===== config.mk =====
export PLATFORM = sky130hd
export DESIGN_NAME = bloke2_digest_sink
export DESIGN_NICKNAME = d
export VERILOG_FILES = /design/src/rtl/bloke2_pkg.sv /design/src/rtl/bloke2_digest_sink.sv
export SDC_FILE = /design/constraint.sdc
export NUM_CORES = 1
export LEC_CHECK = 0
export CORE_MARGIN = 4
export CORE_UTILIZATION = 25
export CTS_CLUSTER_DIAMETER = 40
export DETAILED_ROUTE_END_ITERATION = 16
export GPL_ROUTABILITY_DRIVEN = 0
export PLACE_DENSITY_LB_ADDON = 0.05
export SYNTH_ARGS = -nofsm -noshare
export SYNTH_HDL_FRONTEND = slang
export SYNTH_SLANG_ARGS = --single-unit

===== constraint.sdc =====
create_clock -name clk -period 5.4 [get_ports clk]
set_input_delay 1.62 -clock clk [delete_from_list [all_inputs] [get_ports clk]]
set_output_delay 1.62 -clock clk [all_outputs]
set_load 0.03 [all_outputs]

===== src/rtl/bloke2_pkg.sv =====
// Shared types and helpers for the bloke2 digest sink.
package bloke2_pkg;

    // Collector states: accept bytes, discard an over-long tail, hold result.
    typedef enum logic [1:0] {
        COLLECT = 2'd0,
        OVER    = 2'd1,
        DONE    = 2'd2
    } sink_state_t;

    // Digest length in bytes of the bloke2 core.
    localparam int DIGEST_BYTES = 32;

    // One bit of the byte-lane write mask: lane is written when it equals cnt.
    function automatic logic lane_mask_bit(input int unsigned cnt, input int unsigned lane);
        return (cnt == lane);
    endfunction

endpackage


===== src/rtl/bloke2_digest_sink.sv =====
// Collects the bloke2 core's digest byte stream into a parallel register,
// compares it with a reference and holds the result for the consumer.
//
// Handshake: the result is offered with digest_valid and taken on any rising
// edge where digest_valid && digest_ready; digest_out, match and the error
// flags are stable while digest_valid is high and not yet taken. The input
// byte stream has no backpressure; bytes arriving while a result is held and
// not taken are dropped and flagged through the sticky overrun bit.
module bloke2_digest_sink
    import bloke2_pkg::*;
#(
    parameter int W = DIGEST_BYTES
) (
    input  logic           clk,
    input  logic           rst,
    input  logic           clear,
    input  logic [7:0]     din,
    input  logic           din_valid,
    input  logic           din_end,
    input  logic [W*8-1:0] expect_in,
    output logic [W*8-1:0] digest_out,
    output logic           digest_valid,
    input  logic           digest_ready,
    output logic           match,
    output logic           err_short,
    output logic           err_long,
    output logic           overrun,
    output logic [1:0]     dbg_state
);

    localparam int CW = $clog2(W) + 1;
    localparam logic [CW-1:0] LAST = CW'(W - 1);
    localparam logic [CW-1:0] FULL = CW'(W);

    sink_state_t     state;
    logic [CW-1:0]   cnt;

    logic [W*8-1:0]  wr_base;
    logic [W*8-1:0]  digest_nx;
    logic [CW-1:0]   wr_lane;
    logic            wr_en;
    logic            hit;

    assign dbg_state = state;

    // Next-digest: current register (or a fresh zero digest when a handshake
    // completes in DONE) with the incoming byte merged into its lane.
    always_comb begin
        wr_base = digest_out;
        wr_lane = cnt;
        wr_en   = 1'b0;
        case (state)
            COLLECT: wr_en = din_valid;
            DONE: begin
                if (digest_ready) begin
                    wr_base = '0;
                    wr_lane = '0;
                    wr_en   = din_valid;
                end
            end
            default: wr_en = 1'b0;
        endcase
        digest_nx = wr_base;
        for (int k = 0; k < W; k++) begin
            if (wr_en && lane_mask_bit(32'(wr_lane), unsigned'(k))) begin
                digest_nx[8*k +: 8] = din;
            end
        end
        hit = (digest_nx == expect_in);
    end

    // Frame state machine with registered result outputs.
    always_ff @(posedge clk or negedge rst) begin
        if (!rst) begin
            state        <= COLLECT;
            cnt          <= '0;
            digest_out   <= '0;
            digest_valid <= 1'b0;
            match        <= 1'b0;
            err_short    <= 1'b0;
            err_long     <= 1'b0;
            overrun      <= 1'b0;
        end else if (clear) begin
            state        <= COLLECT;
            cnt          <= '0;
            digest_out   <= '0;
            digest_valid <= 1'b0;
            match        <= 1'b0;
            err_short    <= 1'b0;
            err_long     <= 1'b0;
            overrun      <= 1'b0;
        end else begin
            case (state)
                COLLECT: begin
                    if (din_valid) begin
                        digest_out <= digest_nx;
                        cnt        <= (cnt == FULL) ? cnt : cnt + CW'(1);
                        if (din_end) begin
                            state        <= DONE;
                            digest_valid <= 1'b1;
                            err_short    <= (cnt < LAST);
                            err_long     <= 1'b0;
                            match        <= hit && (cnt == LAST);
                        end else if (cnt == LAST) begin
                            state <= OVER;
                        end
                    end
                end
                OVER: begin
                    // Tail bytes beyond the digest length are discarded.
                    if (din_valid && din_end) begin
                        state        <= DONE;
                        digest_valid <= 1'b1;
                        err_short    <= 1'b0;
                        err_long     <= 1'b1;
                        match        <= 1'b0;
                    end
                end
                DONE: begin
                    if (digest_ready) begin
                        digest_out   <= digest_nx;
                        cnt          <= din_valid ? CW'(1) : '0;
                        digest_valid <= 1'b0;
                        match        <= 1'b0;
                        err_short    <= 1'b0;
                        err_long     <= 1'b0;
                        state        <= COLLECT;
                        // A one-byte frame ending on the handshake cycle is short.
                        if (din_valid && din_end) begin
                            state        <= DONE;
                            digest_valid <= 1'b1;
                            err_short    <= 1'b1;
                        end
                    end else if (din_valid) begin
                        overrun <= 1'b1;
                    end
                end
                default: begin
                    state <= COLLECT;
                    cnt   <= '0;
                end
            endcase
        end
    end

endmodule


==> results.sh <==
export IMPL_via_per_inst=6.35
export IMPL_grt_max_degree=99
export IMPL_dp_slack_ns=-0.594
export IMPL_hold_buffers=0
export IMPL_n_fill_cell=7745
export IMPL_cp_max_fo=6
export IMPL_die_y_um=283
export IMPL_rr_startpoint="dbg_state[0]$_DFFE_PN0P_"
export IMPL_ys_flop_type="dfrtp_1"
export IMPL_finalNetCount=3375
export IMPL_path_common_cell="buf_4"
export IMPL_die_area_um2=80200
export IMPL_cp_slowest_stage_delay_ns=0.60
export IMPL_hold_path_class="reg2reg"
export IMPL_route_detailed_drc=0
export IMPL_ant_nets=0
export IMPL_cts_sinks=269
export IMPL_status="finished, violations left"
export IMPL_ys_seq_elements=269
export IMPL_yosysTopAreaCell="dfrtp_1"
export IMPL_whs_ns=0.524
export IMPL_cp_start_kind="input port"
export IMPL_cp_startpoint="digest_ready"
export IMPL_h_tree_depth=2
export IMPL_min_path_cells=2
export IMPL_drtIter0Drc=4245
export IMPL_critical_path_required_ns=5.92
export IMPL_wl_per_cell_um=37.0
export IMPL_postSynth_asyncResetShare_pct=100
export IMPL_overflow=0
export IMPL_drt_pre_antenna_iters=6
export IMPL_synth_cell_types=83
export IMPL_syn_to_final_growth_pct=54.3
export IMPL_synth_top_area_share_pct=35.5
export IMPL_pin_count=533
export IMPL_clock_path_buffers=3
export IMPL_start_util_pct=25.3
export IMPL_powerDensity_nw_per_um2=229
export IMPL_antenna_found_initial=9
export IMPL_clkLatencyLatePin_ns=0.61
export IMPL_setup_viol=1
export IMPL_max_cap_violations=0
export IMPL_max_slew_worst_pin_slew_ns=1.35
export IMPL_slew_headroom_pct=9.65
export IMPL_syn_cell_area_um2=18900
export IMPL_ir_drop_mv=0.203
export IMPL_synth_edf_count=0
export IMPL_ys_warn_count=0
export IMPL_path_cells="clkdlybuf4s50_1, buf_4, and2_2, buf_4, nor2_1, nand2_1, buf_4, a31oi_1, o21ai_0, nor4_1, buf_4, nand4_1, nor4_1, nand4_1, o31ai_2"
export IMPL_synth_fp_nets=2675
export IMPL_seq_area_frac_synth_pct=35.5
export IMPL_rows=100
export IMPL_drive_above_1_share_pct=15.2
export IMPL_path_class="in2reg"
export IMPL_path_clk_slew_ns=0.05
export IMPL_synth_cells=2398
export IMPL_maxSlewViolCount=0
export IMPL_dp_hpwl_mm=121
export IMPL_hp_start="overrun$_DFFE_PN0P_"
export IMPL_io_buffers=532
export IMPL_layout_common_cells="529 x clkdlybuf4s50_1, 357 x nor2_1, 317 x buf_4"
export IMPL_cts_tree="built"
export IMPL_root_buffer="clkbuf_16"
export IMPL_grt_pass1_vias=24800
export IMPL_end_kind="register"
export IMPL_die_x_um=283
export IMPL_fp_coreArea_um2=74800
export IMPL_reg2reg_depth=15
export IMPL_cts_buffers=50
export IMPL_post_route_period_util_pct=100
export IMPL_area_sequential_um2=6730
export IMPL_totalWireLength_mm=152
export IMPL_critPathArrivalTime_ns=5.93
export IMPL_multi_input_area_um2=11300
export IMPL_finalHoldViolCount=0
export IMPL_power_mw=6.70
export IMPL_fin_ws_ns=-0.0121
export IMPL_grt_pass1_wl_mm=207
export IMPL_violations="setup timing"
export IMPL_crit_slowest_cell="nor4_1"
export IMPL_track_usage_pct=36.0
export IMPL_fmax_mhz=185
export IMPL_final_setup_skew_ns=0.0295
export IMPL_syn_area_per_cell_um2=7.90
export IMPL_synth_area_leaders="dfrtp_1 36%, a22oi_1 11%, nor2_1 7.1%"
export IMPL_final_common_cell="clkdlybuf4s50_1"
export IMPL_min_period_ns=5.41
export IMPL_leakage_nw=11.3
export IMPL_routed_via_count=26100
-- per-stage QoR --
step                      instances  util (%)  TNS (ns)  area (µm²)
after CTS                      4107      39.0         0       29200
after detailed placement       4013      36.7    -0.594       27500
final                          4115      39.1   -0.0121       29200
after global placement         4013      36.7    -0.600       27500
after floorplan                2398         -         0       18900
after global routing           4111      39.0  -0.00924       29200
-- synthesized netlist by cell type, types with 14 or more instances --
cell type  number
inv_1          38
nor2_1        358
clkbuf_1      179
buf_2          25
and2_1         14
nand2_1       204
mux2_2         18
nor3_1         61
o22ai_1        38
o21ai_0        44
nand3_1       100
a211oi_1       20
dfrtp_1       269
xor2_1         25
a21oi_1       104
o211ai_1       36
o2111ai_1      18
or3_1          15
nor3b_1        20
a22oi_1       278
and3_1         51
nor4_1         26
xnor2_1        44
a31oi_1        97
nand4_1        31
o21ai_1        35
buf_1          19
-- cell type report --
class / count / share of cell area [%]
clock buffer: 58 / 4.53
multi-input combinational: 1866 / 38.5
clock inverter: 36 / 1.26
sequential: 269 / 23.0
inverter: 39 / 0.501
antenna: 6 / 0.0514
tap: 969 / 4.15
timing repair buffer: 872 / 28.0
-- sequential cells by signal, summed over array words and instances (netlist names) --
register      flops
overrun           1
err_long          1
dbg_state         2
match             1
digest_valid      1
digest_out      256
cnt               6
err_short         1
-- routing by layer --
metal | wire length, µm | track usage [%]
met1 | 58200 | 46.6
met2 | 65100 | 54.2
met3 | 18500 | 10.3
met4 | 10400 | 19.8
met5 | 11 | 0
-- path summary, 6_finish.rpt --
kind                                               endpoint  slack [ns]
worst min register to register          overrun$_DFFE_PN0P_        0.52
worst max register to register            match$_DFFE_PN0P_        0.42
worst min-delay path                    overrun$_DFFE_PN0P_        0.52
max in group asynchronous       digest_out[120]$_DFFE_PN0P_        3.34
min in group asynchronous        digest_out[50]$_DFFE_PN0P_        1.04
worst max-delay path                      match$_DFFE_PN0P_       -0.01
-- report_power, final --
part           switching (mW)  internal [mW]  total (mW)
clock                    1.22           1.94        3.16
combinational           0.969          0.496        1.47
sequential             0.0328           2.04        2.07
-- worst max-delay path: cells and delay by family --
| family | cells | cell delay, ns |
|---|---|---|
| and+or+nand+nor | 7 | 2.29 |
| AOI/OAI and AO/OA | 3 | 0.81 |
| buffers and inverters | 5 | 1.21 |
-- timing repair --
action / CTS / global route
buffers inserted: 0 / 2
setup endpoints to repair: 0 / 1
gates resized for setup: 0 / 3
-- cells by family after synthesis --
kind of cell | Yosys count | share of synthesized area (%)
multiplexers | 23 | 1.33
buffers and inverters | 263 | 5.42
flip-flops | 269 | 35.5
AND/OR/NAND/NOR | 979 | 25.2
XOR/XNOR | 69 | 3.19
adder cells (fa/ha/maj) | 7 | 0.462
AO/OA/AOI/OAI | 788 | 28.9
(Power assumes the default switching activity.)
